File: src/rtl/afifo_pkg.sv
// -----------------------------------------------------------------------------
// afifo_pkg
// Shared constants and helpers for the async FIFO and its read-side packer.
//   DSIZE_DEF  : default FIFO word width
//   ASIZE_DEF  : default FIFO address width (used by the FIFO top)
//   RATIO_DEF  : default number of words packed into one output beat
//   LANE_FIRST : lane that receives the first-popped word of a beat
//   clog2()    : ceil(log2(value)) usable in localparam expressions
// -----------------------------------------------------------------------------
package afifo_pkg;

  localparam int DSIZE_DEF  = 8;
  localparam int ASIZE_DEF  = 4;
  localparam int RATIO_DEF  = 4;

  localparam int LANE_FIRST = 0;

  // Number of bits needed to encode values 0..value-1.
  function automatic int clog2(input int value);
    int r;
    r = 0;
    for (int i = 0; i < 31; i++) begin
      if ((1 << i) < value) begin
        r = i + 1;
      end
    end
    return r;
  endfunction

endpackage

File: src/rtl/afifo_out_slice.sv
// -----------------------------------------------------------------------------
// afifo_out_slice
// Single-entry valid/ready output register.
//
// Handshake: a beat is transferred on every rising clock edge where
// out_valid && out_ready. Once out_valid is high it stays high and out_data
// (and out_keep) stay stable until that transfer happens. load may be asserted
// only when slot_free is high; slot_free = !out_valid || out_ready, so a new
// beat can be loaded in the same cycle the current one is accepted.
//
// Ports:
//   clk, rst_n   : clock, asynchronous active-low reset
//   load         : capture load_data into the slot this cycle
//   load_data    : beat to capture
//   out_ready    : downstream accept
//   slot_free    : slot can take a beat this cycle
//   out_valid    : slot holds a beat
//   out_data     : held beat
//   load_keep / out_keep : lane mask, only with RD_PACK_FLUSH_EN defined
// -----------------------------------------------------------------------------
module afifo_out_slice #(
  parameter int W  = 32
`ifdef RD_PACK_FLUSH_EN
  , parameter int KW = 4
`endif
) (
  input  logic          clk,
  input  logic          rst_n,
  input  logic          load,
  input  logic [W-1:0]  load_data,
  input  logic          out_ready,
  output logic          slot_free,
  output logic          out_valid,
  output logic [W-1:0]  out_data
`ifdef RD_PACK_FLUSH_EN
  , input  logic [KW-1:0] load_keep
  , output logic [KW-1:0] out_keep
`endif
);

  logic          valid_q, valid_d;
  logic [W-1:0]  data_q,  data_d;
`ifdef RD_PACK_FLUSH_EN
  logic [KW-1:0] keep_q,  keep_d;
`endif

  assign slot_free = !valid_q || out_ready;

  always_comb begin
    valid_d = valid_q;
    data_d  = data_q;
`ifdef RD_PACK_FLUSH_EN
    keep_d  = keep_q;
`endif
    if (load) begin
      valid_d = 1'b1;
      data_d  = load_data;
`ifdef RD_PACK_FLUSH_EN
      keep_d  = load_keep;
`endif
    end else if (valid_q && out_ready) begin
      valid_d = 1'b0;
    end
  end

  always_ff @(posedge clk or negedge rst_n) begin
    if (!rst_n) begin
      valid_q <= 1'b0;
      data_q  <= '0;
`ifdef RD_PACK_FLUSH_EN
      keep_q  <= '0;
`endif
    end else begin
      valid_q <= valid_d;
      data_q  <= data_d;
`ifdef RD_PACK_FLUSH_EN
      keep_q  <= keep_d;
`endif
    end
  end

  assign out_valid = valid_q;
  assign out_data  = data_q;
`ifdef RD_PACK_FLUSH_EN
  assign out_keep  = keep_q;
`endif

endmodule

File: src/rtl/afifo_rd_pack.sv
// -----------------------------------------------------------------------------
// afifo_rd_pack
// Read-side consumer of the async FIFO (rclk domain only). Pops DSIZE-bit
// words and packs RATIO of them into one RATIO*DSIZE-bit beat on a
// valid/ready stream. The first-popped word lands in bits [DSIZE-1:0].
//
// Ports:
//   rclk, rrst_n : read clock, asynchronous active-low reset
//   rempty       : FIFO empty flag
//   rdata        : FIFO head word (combinational read), valid when !rempty
//   rinc         : FIFO pop strobe
//   out_valid / out_ready / out_data : packed beat stream
//   out_keep, flush : only with RD_PACK_FLUSH_EN defined. flush closes a
//                  partial beat (unfilled lanes zero); out_keep marks the
//                  filled lanes.
//
// Optional feature macro: RD_PACK_FLUSH_EN
// -----------------------------------------------------------------------------
module afifo_rd_pack
  import afifo_pkg::*;
#(
  parameter int DSIZE = DSIZE_DEF,
  parameter int RATIO = RATIO_DEF
) (
  input  logic                   rclk,
  input  logic                   rrst_n,
  input  logic                   rempty,
  input  logic [DSIZE-1:0]       rdata,
  output logic                   rinc,
  output logic                   out_valid,
  input  logic                   out_ready,
  output logic [RATIO*DSIZE-1:0] out_data
`ifdef RD_PACK_FLUSH_EN
  , output logic [RATIO-1:0]     out_keep
  , input  logic                 flush
`endif
);

  localparam int            CW         = clog2(RATIO + 1);
  localparam int            BW         = RATIO * DSIZE;
  localparam logic [CW-1:0] COUNT_FULL = CW'(RATIO);

  logic [BW-1:0] asm_q,   asm_d;
  logic [CW-1:0] count_q, count_d;

  logic slot_free;
  logic full;
  logic full_xfer;
  logic flush_xfer;
  logic xfer;
  logic pop;

  // Transfer and pop decisions. A full beat that moves to the slot frees the
  // assembly register in the same cycle, so a pop may ride along into lane 0.
  // A flush-transfer never pops: the partial beat leaves alone.
  always_comb begin
    full      = (count_q == COUNT_FULL);
    full_xfer = full && slot_free;
`ifdef RD_PACK_FLUSH_EN
    flush_xfer = flush && (count_q != '0) && !full && slot_free;
`else
    flush_xfer = 1'b0;
`endif
    xfer = full_xfer || flush_xfer;
    // rrst_n gating keeps rinc low while reset is held.
    pop  = rrst_n && !rempty && ((!full && !flush_xfer) || full_xfer);
  end

  assign rinc = pop;

  // Assembly register. Lanes are cleared on transfer so a flushed partial
  // beat carries zeros in its unfilled lanes.
  always_comb begin
    asm_d   = asm_q;
    count_d = count_q;
    if (xfer) begin
      asm_d   = '0;
      count_d = '0;
    end
    if (pop) begin
      if (xfer) begin
        asm_d[LANE_FIRST*DSIZE +: DSIZE] = rdata;
        count_d                          = CW'(1);
      end else begin
        for (int i = 0; i < RATIO; i++) begin
          if (count_q == CW'(i)) begin
            asm_d[i*DSIZE +: DSIZE] = rdata;
          end
        end
        count_d = count_q + CW'(1);
      end
    end
  end

  always_ff @(posedge rclk or negedge rrst_n) begin
    if (!rrst_n) begin
      asm_q   <= '0;
      count_q <= '0;
    end else begin
      asm_q   <= asm_d;
      count_q <= count_d;
    end
  end

`ifdef RD_PACK_FLUSH_EN
  // Lane i is valid when it has been written, i.e. i < count.
  logic [RATIO-1:0] keep;
  always_comb begin
    keep = '0;
    for (int i = 0; i < RATIO; i++) begin
      keep[i] = (CW'(i) < count_q);
    end
  end
`endif

  afifo_out_slice #(
    .W  (BW)
`ifdef RD_PACK_FLUSH_EN
    , .KW (RATIO)
`endif
  ) u_out_slice (
    .clk       (rclk),
    .rst_n     (rrst_n),
    .load      (xfer),
    .load_data (asm_q),
    .out_ready (out_ready),
    .slot_free (slot_free),
    .out_valid (out_valid),
    .out_data  (out_data)
`ifdef RD_PACK_FLUSH_EN
    , .load_keep (keep)
    , .out_keep  (out_keep)
`endif
  );

endmodule

File: config.mk
export PLATFORM = sky130hd
export DESIGN_NAME = afifo_rd_pack
export DESIGN_NICKNAME = d
export VERILOG_FILES = /design/src/rtl/afifo_pkg.sv /design/src/rtl/afifo_out_slice.sv /design/src/rtl/afifo_rd_pack.sv
export SDC_FILE = /design/constraint.sdc
export NUM_CORES = 1
export LEC_CHECK = 0
export CORE_MARGIN = 2
export CORE_UTILIZATION = 53
export DETAILED_ROUTE_END_ITERATION = 10
export PLACE_DENSITY_LB_ADDON = 0.15
export SYNTH_ARGS = -nofsm -noshare
export SYNTH_HDL_FRONTEND = slang
export SYNTH_SLANG_ARGS = --single-unit
export TNS_END_PERCENT = 50
File: constraint.sdc
create_clock -name rclk -period 1.6 [get_ports rclk]
set_input_delay 0.16 -clock rclk [delete_from_list [all_inputs] [get_ports rclk]]
set_output_delay 0.16 -clock rclk [all_outputs]
set_load 0.01 [all_outputs]
* Word level (Yosys, flattened, before mapping) *
Cells that the tools add are included.

cells by class
  add/subtract/negate cells = 1
  eq/ne operators = 4
  multiplexer cells = 13
  reduce and logical (&&, ||, !) cells = 12

operator list
  operator                                                               count
  32-bit two-way mux                                                     2
  8-bit two-way mux                                                      5
  24-bit two-way mux                                                     1
  3-bit two-way mux                                                      3
  3-bit by 2-bit equality test with 1-bit output, second input constant  2
  1-bit logical AND                                                      4
  2-bit nonzero test                                                     2
  3-bit by 1-bit adder with 3-bit output, second input constant          1
  3-bit by 1-bit equality test with 1-bit output, second input constant  1
  3-bit equality test, second input constant                             1
  1-bit zero test                                                        3
  3-bit zero test                                                        1
  1-bit logical OR                                                       2
  1-bit two-way mux                                                      2

word-level totals
  register bits after elaboration = 68
  input port bits = 12
  output and inout bits = 34
  word-level logic and storage cells = 34

* Depth between registers and ports, before layout *
Gate-level depths: netlist (run 1).

  word-level depth = 7
  mapped depth = 6
  mapped depth without buffers = 5

* Cells and area by module *
Synthesis (run 1) repeated with hierarchy kept, for this count alone.

unflattened totals
  cell total of the unflattened synthesis = 218
  area, all modules = 3029.2 um2

modules (own cells, without submodules)
  module           times used  cells an instance  area an instance (um2)  seq. area each (um2)
  afifo_rd_pack    1           147                1650.3                  875.8
  afifo_out_slice  1           71                 1378.8                  825.8

* Worst setup path before layout (run 1) *
OpenSTA, ideal clock, no wires.

  path kind = flip-flop to flip-flop
  from = reg count_q[0]
  to = reg asm_q[14]
  arrival time = 1.363 ns
  setup slack = 0.116 ns
  cell stages (with the launch flop) = 7
  cells stage by stage = dfrtp_1 > inv_1 > ha_1 > nand2_2 > nor2_2 > buf_2 > nor2_1

on the way
  word-level cells in the longest chain between the ends = 6
  elaborated cells on any way between the ends = 10

RTL lines
  element                 line                  source
  from (decl)             afifo_rd_pack.sv:44   logic [CW-1:0] count_q, count_d;
  from (signal assigned)  afifo_rd_pack.sv:101  count_q <= count_d;
  3-bit equality test     afifo_rd_pack.sv:57   full = (count_q == COUNT_FULL);
  1-bit logical AND       afifo_rd_pack.sv:58   full_xfer = full && slot_free;
  32-bit two-way mux      afifo_rd_pack.sv:76   if (xfer) begin
  8-bit two-way mux       afifo_rd_pack.sv:86   if (count_q == CW'(i)) begin
  24-bit two-way mux      afifo_rd_pack.sv:81   if (xfer) begin
  32-bit two-way mux *    afifo_rd_pack.sv:80   if (pop) begin
  named net asm_d[14]     afifo_rd_pack.sv:43   logic [BW-1:0] asm_q, asm_d;
  to (signal assigned)    afifo_rd_pack.sv:100  asm_q <= asm_d;
  to (decl)               afifo_rd_pack.sv:43

The timed path passes the listed nets; every way through them passes the cells marked *.
A chain may end at the register's enable or synchronous reset.

* Final worst setup path (run 1) *
  from = reg count_q[0]
  to = reg asm_q[22]

The elaborated chain is that of the path after synthesis.

==> impl_results.md, run 1 <==
- Register bit count reported by yosys: 68
- Library cell used as clock root buffer: sky130_fd_sc_hd__clkbuf_8
- Leading cell types by total area after synthesis: sky130_fd_sc_hd__dfrtp_1 58%, sky130_fd_sc_hd__mux2_2 11%, sky130_fd_sc_hd__mux2i_1 8.5%
- Synthesized area per cell: 12.7 um^2
- Number of failing hold endpoints at the final stage: 16
- # DRC: 0
- Largest fanout on the critical path: 8
- Met2 Wirelength: about 2800 um
- Critical Path Start Type: flip-flop
- Maximum vdd drop: 0.00104 V
- Post-route minimum period: 1.52 ns
- Clock-pin slew on the worst setup and hold paths: ~0.07 ns
- Met1 wire length: 2780 um
- Worst-margin pin slew: between 0.4 and 0.5 ns
- Die outline area: 6140 um^2
- Fin Hold WS: -0.0129 ns
- Vert. Die Dim: 78.3 um
- N_diodes: 0
- Status: finished, violations left
- Sum of routed wire length over all layers: between 5000 and 6000 um
- Total number of placement rows: 27
- Critical Path RT: 1.81 ns
- Share of synthesized area occupied by flip-flops and latches: 58.1%
- Number of global-route vias before repair: roughly 2100
- Worst setup slack after layout: 0.0806 ns
- Summed negative setup slack over all endpoints: 0 ns
- Commonest cells after routing, fill and taps aside: 68 x sky130_fd_sc_hd__dfrtp_1, 43 x sky130_fd_sc_hd__clkdlybuf4s50_1, 28 x sky130_fd_sc_hd__mux2_2
- Core Footprint: 5410 um^2
- Final period util: 95.0%
- Gpl congestion: between 0.8 and 0.9
- Syn Nets: around 250
- Initial cell density of the core: 54.2%
- DR top layer: met4
- Max Clock Skew: 0.00857 ns
- Cell Pwr Density: 1840 nW/um^2
- Count of different cell masters after synthesis: 33
- Top-level I/O count: 46
- Count of port buffers added during placement: 45
- Skew-Pair Late Insertion Delay: ~0.34 ns
- Gr ovfl total: 0
- Buf/Inv on CP: 3
- CTS HTree Levels: 3
- Final net count: 317
- Cells after Synth: ~230
- Post-Route Utilization: 72.1%
- Number of flops mapped to enable cells by yosys: 0
- Class of the most critical setup path: reg2reg
- Dpl hpwl: approximately 4200 um
- Number of setup violations in the final report: 0
- Met3 WL post-DR: 212 um
- Count of max-cap constraint violations: 0
- Die W: between 70 and 80 um
- Leakage Power: between 1.5 and 2 nW
- Number of filler instances in the final layout: 399
- CP cell instances: inv_2 -> buf_6 -> ha_4 -> and4bb_2 -> buf_12 -> mux2i_2 -> nor2_1
- Setup repair after global routing missed its margin: false
- First DRT Iteration DRCs: 92
- Worst slew margin relative to its limit: about 69%
- Area leader, netlist: sky130_fd_sc_hd__dfrtp_1
- Proportion of layout cells with a drive suffix above 1: 28.5%
- Post-synthesis instance area: 2930 um^2
- DR WL/cell: 15.7 um
- Global-route wire length before repair: 10000 um
- Failing checks: negative hold slack
- Tot GR Track Use: about 21%
- Synth top area share: 58.1%
- Count of clock tree sinks: 68
- Ratio of routed vias to standard cells: approximately 5.3
- Dominant delay contributor by cell family on the critical path: flip-flops
- Yosys warns: 0
- Total CTS buffers: 9
- Critical-path top delay cell: sky130_fd_sc_hd__dfrtp_1
- Pin count of the biggest net entering global routing: 39
- Detail Route Antenna Nets: 0
- Layout overhead on the synthesized area: 33.0%
- Via Count: 2007
- Antenna violations before repair: 0
- Final-report max-slew violation count: 0
- DRT Pass-1 Iters: 4
- Fmax: 658 MHz
- Fraction of registers with async set/reset: 100%
- CP peak stage delay: 0.39 ns
- Deepest clock path buffer count: 2
- Pre-CTS setup slack: -0.207 ns
- Number of buffers inserted to repair setup after CTS: 0
- Kind of end point of the critical path: flip-flop
- Clock tree from TritonCTS: yes
- Worst min-delay path category: in2async
- Flip-flop cell with the highest count after synthesis: sky130_fd_sc_hd__dfrtp_1
- Endpoint arrival time on the critical path: 1.73 ns
- Overall power consumption: roughly 7 mW
- Commonest non-fill, non-tap cell in the layout: sky130_fd_sc_hd__dfrtp_1
## through the flow
step	std cells	instance area (um^2)	hold WS, ns
2_1_floorplan	231	2930	-0.136
3_3_place_gp	359	3590	0.206
3_5_place_dp	359	3590	0.206
4_1_cts	377	3840	0.00900
5_1_grt	377	3890	0.0346
6_report	377	3890	-0.0129
## final cells by class
type                    instances  area [um^2]  area share [%]
multi-input cells             136         1150            29.6
repair buffers                 74          699            18.0
inverters                      11         41.3            1.06
clock buffers                  12          135            3.47
clock inverters                 4         73.8            1.90
flip-flops and latches         68         1700            43.7
well taps                      72         90.1            2.31
## path summary, 6_finish.rpt
check / start / end / slack, ns / cells after the start
min in group rclk: rrst_n / count_q[2] / 0.44 / 5
max: count_q[0] / asm_q[22] / 0.08 / 7
min reg2reg: asm_q[2] / u_out_slice.out_data[2] / 0.50 / 1
max reg2reg: count_q[0] / asm_q[22] / 0.08 / 7
min: rrst_n / asm_q[25] / -0.01 / 2
max in group asynchronous: rrst_n / asm_q[5] / 0.88 / 3
## layer usage
layer | GRT usage [%] | up-vias
met5 | 0 | -
met4 | 8.95 | 0
met3 | 3.68 | 8
met2 | 34.0 | 50
met1 | 29.6 | 994
li1 | - | 955
## power by group
part / internal, mW / switching (mW)
Clock: 0.880 / 0.626
Sequential: 2.46 / 0.391
Combinational: 1.60 / 1.21
Total: 4.95 / 2.22
## synth_stat cells, drive strengths merged (2+ instances only)
| cell type | count |
|---|---|
| clkbuf | 5 |
| nand2 | 3 |
| o21ai | 26 |
| mux2i | 25 |
| nor2b | 2 |
| a21oi | 2 |
| a22oi | 4 |
| buf | 11 |
| nor2 | 17 |
| o221ai | 4 |
| nand2b | 2 |
| nand4 | 4 |
| mux2 | 28 |
| inv | 11 |
| dfrtp | 68 |
| ha | 5 |
| nand3 | 6 |
## worst reg2reg max path: stages, from the launching register on
cell and delay [ns]:
sky130_fd_sc_hd__dfrtp_1 0.39, sky130_fd_sc_hd__inv_2 0.10, sky130_fd_sc_hd__buf_6 0.11, sky130_fd_sc_hd__ha_4 0.11, sky130_fd_sc_hd__and4bb_2 0.25, sky130_fd_sc_hd__buf_12 0.14
sky130_fd_sc_hd__mux2i_2 0.21, sky130_fd_sc_hd__nor2_1 0.08
## timing repair
item | CTS | global route
hold buffers | 2 | 0
gates resized for setup | 6 | 15
hold endpoints to repair | 30 | 0
setup endpoints to repair | 19 | 19
pin swaps | 1 | 2
## registers in the layout, summed over array words and instances, names as in the netlist
name                   count
asm_q                     32
u_out_slice.out_data      32
count_q                    3
u_out_slice.out_valid      1
## kinds of logic (layout without fill, tap and decap cells)
logic type               after synthesis  count (layout)  synth area share, %
AO/OA/AOI/OAI                         40              40                 8.20
adder cells (fa/ha/maj)                5               5                 2.14
multiplexers                          53              53                 19.3
buffers and inverters                 27             101                 5.08
AND/OR/NAND/NOR                       38              38                 7.18
flip-flops                            68              68                 58.1
Power figures use the tool's default switching activity.
==> run 2, diff against run 1 <==
--- a/config.mk
+++ b/config.mk
@@ -9,6 +9,7 @@
 export CORE_UTILIZATION = 53
 export DETAILED_ROUTE_END_ITERATION = 10
 export PLACE_DENSITY_LB_ADDON = 0.15
+export SKIP_CTS_REPAIR_TIMING = 1
 export SYNTH_ARGS = -nofsm -noshare
 export SYNTH_HDL_FRONTEND = slang
 export SYNTH_SLANG_ARGS = --single-unit
==> run 2 against run 1 <==
Net effect: the flow still finishes with violations (negative hold slack); wire length fell by 1.2%; sequential share of layout area rose by 0.28 points; clock skew barely moved; critical path depth fell by 3; sequential power barely moved; global-route usage fell by 0.22 points; power fell by 1.3%; die area did not move; critical path type is now reg2out; critical endpoint is now rinc; largest cell class unchanged.
==> impl_results.md, run 2 (synthesis gave the netlist of run 1 again) <==
- Worst min-delay path category: in2async
- Commonest non-fill, non-tap cell in the layout: sky130_fd_sc_hd__dfrtp_1
- Setup repair after global routing missed its margin: true
- Vert. Die Dim: 78.3 um (unchanged)
- Ratio of routed vias to standard cells: 5.29 (-0.63%)
- Proportion of layout cells with a drive suffix above 1: 27.4% (-1.2 points)
- CTS HTree Levels: 3 (unchanged)
- Clock tree from TritonCTS: yes
- Die outline area: 6140 um^2 (unchanged)
- Number of filler instances in the final layout: 412 (+3.3%)
- Sum of routed wire length over all layers: 5860 um (-1.2%)
- Pin count of the biggest net entering global routing: 39 (unchanged)
- Failing checks: negative hold slack
- Number of failing hold endpoints at the final stage: 15 (-1)
- Gpl congestion: 0.830 (unchanged)
- N_diodes: 0 (unchanged)
- Final-report max-slew violation count: 0 (unchanged)
- Placed instance count: 359 (unchanged)
- Deepest clock path buffer count: 2 (unchanged)
- Cell Pwr Density: 1830 nW/um^2 (-0.62%)
- Fin Hold WS: -0.0138 ns (-0.000918 ns)
- Instance area at placement: 3590 um^2 (unchanged)
- Maximum vdd drop: 0.00105 V (+0.85%)
- Detail Route Antenna Nets: 0 (unchanged)
- Max Clock Skew: 0.00872 ns (+0.000150 ns)
- Final net count: 319 (+0.63%)
- Number of setup violations in the final report: 0 (unchanged)
- Count of clock tree sinks: 68 (unchanged)
- Clock-pin slew on the worst setup and hold paths: 0.07 ns (about the same)
- # DRC: 0 (unchanged)
- DRT Pass-1 Iters: 4 (unchanged)
- Critical Path RT: 1.44 ns (-0.37 ns)
- Summed area of non-filler cells in the final layout: 3870 um^2 (-0.64%)
- Critical Path Start Type: flip-flop
- Summed negative setup slack over all endpoints: 0 ns (unchanged)
- Class of the most critical setup path: reg2out
- Count of max-cap constraint violations: 0 (unchanged)
- Largest fanout on the critical path: 6 (-2)
- Gr ovfl total: 0 (unchanged)
- Worst-margin pin slew: 0.468 ns (+0.00429 ns)
- Overall power consumption: 7.08 mW (-1.3%)
- Core Footprint: 5410 um^2 (unchanged)
- Tot GR Track Use: 21.3% (-0.22 points)
- Worst slew margin relative to its limit: 68.8% (-0.29 points)
- First DRT Iteration DRCs: 102 (+11%)
- Skew-Pair Late Insertion Delay: 0.34 ns (about the same)
- Non-filler instance count after layout: 379 (+0.53%)
- Global-route wire length before repair: 9930 um (-1.0%)
- Total number of placement rows: 27 (unchanged)
- Dpl hpwl: 4150 um (unchanged)
- Leakage Power: 1.81 nW (+1.1%)
- Via Count: 2005 (-0.10%)
- Total CTS buffers: 9 (unchanged)
- Layout overhead on the synthesized area: 32.1%
- Antenna violations before repair: 0 (unchanged)
- Final period util: 96.7% (+1.7 points)
- Kind of end point of the critical path: output pin
- Count of port buffers added during placement: 45 (unchanged)
- Endpoint arrival time on the critical path: 1.39 ns (-0.34 ns)
- Die W: 78.3 um (unchanged)
- Commonest cells after routing, fill and taps aside: 68 x sky130_fd_sc_hd__dfrtp_1, 43 x sky130_fd_sc_hd__clkdlybuf4s50_1, 28 x sky130_fd_sc_hd__mux2_2
- Number of global-route vias before repair: 2077 (-1.1%)
- Initial cell density of the core: 54.2% (unchanged)
- Library cell used as clock root buffer: sky130_fd_sc_hd__clkbuf_8
- DR WL/cell: 15.5 um (-1.7%)
- Status: finished, violations left
- Post-route minimum period: 1.55 ns (+0.0277 ns)
- Fmax: 646 MHz (-1.8%)
- Top-level I/O count: 46 (unchanged)
[run 2: layer usage]
| layer | GRT usage (%) | share of wire [%] | routed length, um |
|---|---|---|---|
| met5 | 0 | 0 | 0 |
| met2 | 33.9 | 49 | 2850 |
| met4 | 8.42 | 1.6 | 93 |
| met1 | 29.2 | 46 | 2720 |
| met3 | 3.68 | 3.4 | 197 |
[run 2: worst paths after layout]
kind	from	endpoint	slack (ns)	cells after the start
min	rrst_n	asm_q[25]	-0.01	2
max	count_q[0]	rinc	0.05	4
min in group rclk	rrst_n	count_q[2]	0.44	5
min reg2reg	asm_q[2]	u_out_slice.out_data[2]	0.50	1
max in group asynchronous	rrst_n	asm_q[13]	0.89	3
max reg2reg	count_q[0]	asm_q[0]	0.10	6
[run 2: area by class of cell]
cell class	instances	area [um^2]	area share (%)
Sequential cell	68	1700	44.0
Inverter	11	41.3	1.07
Timing Repair Buffer	76	714	18.5
Clock buffer	12	135	3.49
Clock inverter	4	73.8	1.91
Tap cell	72	90.1	2.33
Multi-Input combinational cell	136	1110	28.8
[run 2: metrics by stage]
stage          utilization [%]  worst slack (ns)  hold WS, ns
6_report                  71.6            0.0529      -0.0138
3_5_place_dp              66.4            -0.207        0.206
2_1_floorplan                -             0.116       -0.136
5_1_grt                   71.6           -0.0132       0.0271
4_1_cts                   70.3            -0.456       -0.153
3_3_place_gp              66.4            -0.134        0.206
[run 2: report_power, final]
group          internal, mW  leakage [nW]  total, mW  switching [mW]
clock                 0.880         0.105       1.50           0.618
combinational          1.57         0.837       2.74            1.17
sequential             2.46         0.873       2.85           0.385
total                  4.91          1.81       7.08            2.17
[run 2: critical path, stage by stage (launching register included)]
cell and delay [ns]:
sky130_fd_sc_hd__dfrtp_1 0.38, sky130_fd_sc_hd__inv_1 0.09, sky130_fd_sc_hd__ha_2 0.26, sky130_fd_sc_hd__a31oi_2 0.13, sky130_fd_sc_hd__dlymetal6s2s_1 0.20
==> run 3, diff against run 2 <==
--- a/config.mk
+++ b/config.mk
@@ -5,9 +5,11 @@
 export SDC_FILE = /design/constraint.sdc
 export NUM_CORES = 1
 export LEC_CHECK = 0
+export ABC_AREA = 1
 export CORE_MARGIN = 2
-export CORE_UTILIZATION = 53
+export CORE_UTILIZATION = 54
 export DETAILED_ROUTE_END_ITERATION = 10
+export GPL_TIMING_DRIVEN = 1
 export PLACE_DENSITY_LB_ADDON = 0.15
 export SKIP_CTS_REPAIR_TIMING = 1
 export SYNTH_ARGS = -nofsm -noshare
==> run 3 against run 2 <==
Net effect: the run now ends clean; sequential cell count unchanged; register-to-register slack improved by 0.05 ns; first-iteration DRC count increased by 100%; die area increased by 8.2%; non-clock buffer count decreased by 10; worst hold slack improved by 0.11 ns; combinational power increased by 10%; clock skew decreased by 0.00094 ns; utilization decreased by 2.2 points; critical path depth increased by 4; clock power decreased by 3%; critical path type unchanged; largest power group is now combinational logic.
==> impl_results.md, run 3 <==
- Kind of end point of the critical path: output pin
- Count of port buffers added during placement: 45 (unchanged)
- Leakage Power: 2.19 nW (+21%)
- Gpl congestion: 0.771 (-7.2%)
- Post-synthesis instance area: 3240 um^2 (+11%)
- Fraction of registers with async set/reset: 100% (unchanged)
- Vert. Die Dim: 81.5 um (+4.0%)
- Clock-pin slew on the worst setup and hold paths: 0.07 ns (about the same)
- Instance area at placement: 3840 um^2 (+6.8%)
- Internal power: 4.59 mW (-6.6%)
- Total CTS buffers: 9 (unchanged)
- Summed area of non-filler cells in the final layout: 4060 um^2 (+4.9%)
- Switching Fraction: 36.6% (+6.0 points)
- Count of clock tree sinks: 68 (unchanged)
- Status: finished clean
- N_diodes: 0 (unchanged)
- Final-report max-slew violation count: 0 (unchanged)
- # DRC: 0 (unchanged)
- Cell Pwr Density: 1780 nW/um^2 (-2.6%)
- Synth top area share: 52.5% (-5.6 points)
- Top-level I/O count: 46 (unchanged)
- Largest fanout on the critical path: 2 (-4)
- Syn Nets: 404 (+63%)
- Deepest clock path buffer count: 2 (unchanged)
- Layout overhead on the synthesized area: 25.2%
- DRT Pass-1 Iters: 5 (+1)
- Dominant delay contributor by cell family on the critical path: flip-flops
- Buf/Inv on CP: 4 (+2)
- Global-route wire length before repair: 11300 um (+14%)
- Detail Route Antenna Nets: 0 (unchanged)
- Summed negative setup slack over all endpoints: 0 ns (unchanged)
- Pin count of the biggest net entering global routing: 69 (+77%)
- Commonest cells in the netlist: 184 x sky130_fd_sc_hd__nand2_1, 68 x sky130_fd_sc_hd__dfrtp_1, 27 x sky130_fd_sc_hd__nand3_1
- Tot GR Track Use: 22.8% (+1.5 points)
- Final period util: 96.3% (-0.37 points)
- Dpl hpwl: 4680 um (+13%)
- Fmax: 649 MHz (+0.39%)
- Count of max-cap constraint violations: 0 (unchanged)
- Share of synthesized area occupied by flip-flops and latches: 52.5% (-5.6 points)
- Commonest cells after routing, fill and taps aside: 184 x sky130_fd_sc_hd__nand2_1, 68 x sky130_fd_sc_hd__dfrtp_1, 43 x sky130_fd_sc_hd__clkdlybuf4s50_1
- Die outline area: 6640 um^2 (+8.2%)
- Number of global-route vias before repair: 2458 (+18%)
- Yosys warns: 0 (unchanged)
- Flip-flop cell with the highest count after synthesis: sky130_fd_sc_hd__dfrtp_1
- Library cell used as clock root buffer: sky130_fd_sc_hd__clkbuf_8
- Endpoint arrival time on the critical path: 1.38 ns (about the same)
- Number of failing hold endpoints at the final stage: 0 (-15)
- CP peak stage delay: 0.39 ns (about the same)
- Commonest non-fill, non-tap cell in the layout: sky130_fd_sc_hd__nand2_1
- Leading cell types by total area after synthesis: sky130_fd_sc_hd__dfrtp_1 52%, sky130_fd_sc_hd__nand2_1 21%, sky130_fd_sc_hd__nand3_1 4.2%
- Setup repair after global routing missed its margin: false
- Maximum vdd drop: 0.000951 V (-9.0%)
- Worst slew margin relative to its limit: 42.6% (-26 points)
- Die W: 81.5 um (+4.0%)
- Initial cell density of the core: 55.4% (+1.2 points)
- Critical-path top delay cell: sky130_fd_sc_hd__dfrtp_1
- Clock group share of total power: 20.0% (-1.1 points)
- Antenna violations before repair: 0 (unchanged)
- Clock tree from TritonCTS: yes
- Total number of placement rows: 28 (+3.7%)
- Post-route minimum period: 1.54 ns (-0.00594 ns)
- Synthesized area per cell: 8.38 um^2 (-34%)
- Proportion of layout cells with a drive suffix above 1: 13.5% (-14 points)
- First DRT Iteration DRCs: 205 (+100%)
- Register bit count reported by yosys: 68 (unchanged)
- Core Footprint: 5850 um^2 (+8.2%)
- Area leader, netlist: sky130_fd_sc_hd__dfrtp_1
- Worst-margin pin slew: 0.860 ns (+0.393 ns)
- Critical Path RT: 1.44 ns (about the same)
- Worst min-delay path category: in2async
- CP cell instances: inv_2 -> ha_4 -> nand2_4 -> inv_6 -> nand2_8 -> nand2_8 -> inv_2 -> buf_6
- Final net count: 465 (+46%)
- Combinational group share of total power: 41.8% (+3.2 points)
- Max Clock Skew: 0.00778 ns (-0.000939 ns)
- Critical Path Start Type: flip-flop
- Skew-Pair Late Insertion Delay: 0.34 ns (about the same)
- Gr ovfl total: 0 (unchanged)
- Number of flops mapped to enable cells by yosys: 0 (unchanged)
- Count of different cell masters after synthesis: 21 (-36%)
- Sum of routed wire length over all layers: 6880 um (+17%)
- Via Count: 2648 (+32%)
- Class of the most critical setup path: reg2out
- P_sw: 2.65 mW (+22%)
- Leading cell type by number of instances after synthesis: sky130_fd_sc_hd__nand2_1
- Ratio of routed vias to standard cells: 5.02 (-5.2%)
- DR WL/cell: 13.0 um (-16%)
- CTS HTree Levels: 3 (unchanged)
- Sequential share of power: 38.2% (-2.0 points)
- Number of setup violations in the final report: 0 (unchanged)
- Cells after Synth: 387 (+68%)
-- run 3: worst paths after layout --
check	start	to	slack [ns]	depth (start not counted)
max in group asynchronous	rrst_n	u_out_slice.out_data[19]	0.95	2
min in group rclk	asm_q[2]	u_out_slice.out_data[2]	0.47	2
worst min register to register	asm_q[2]	u_out_slice.out_data[2]	0.47	2
worst max register to register	count_q[1]	count_q[0]	0.15	10
worst max-delay path	count_q[1]	rinc	0.06	8
worst min-delay path	rrst_n	u_out_slice.out_data[29]	0.09	2
-- run 3: cell type report --
type                            instances  area, um^2
Timing Repair Buffer                   66         654
Tap cell                               75        93.8
Inverter                               26         103
Multi-Input combinational cell        277        1310
Clock inverter                          4        47.5
Sequential cell                        68        1700
Clock buffer                           12         155
Fill cell                             467        1790
-- run 3: kinds of logic after synthesis --
group,count (synthesis),synth area share [%]
buf+inv,42,7.83
flops,68,52.5
fa+ha+maj,5,1.93
compound gates,13,2.04
simple gates,259,35.7
-- run 3: stage by stage --
stage	power, mW	hold slack, ns	util, %	worst slack, ns	instances
final	7.24	0.0917	69.4	0.0588	528
after global routing	7.78	0.155	69.4	0.00298	528
after CTS	7.23	0.114	69.0	-0.399	528
after detailed placement	5.77	0.465	65.6	-0.0311	512
after global placement	5.65	0.459	65.6	-0.0205	512
after floorplan	4.53	-0.136	-	0.151	387
-- run 3: power by group through the flow --
stage	registers, mW	clock network [mW]	logic, mW
after floorplan	2.87	0	1.67
final	2.76	1.45	3.02
after global routing	2.85	1.53	3.40
after global placement	2.76	0	2.89
after CTS	2.76	1.47	3.00
after detailed placement	2.80	0	2.98
-- run 3: routing by layer --
metal	wire, um	track usage (%)	vias up
li1	-	-	1311
met1	3130	31.2	1255
met2	3320	36.1	71
met3	326	3.63	11
met4	99	9.83	0
met5	0	0	-
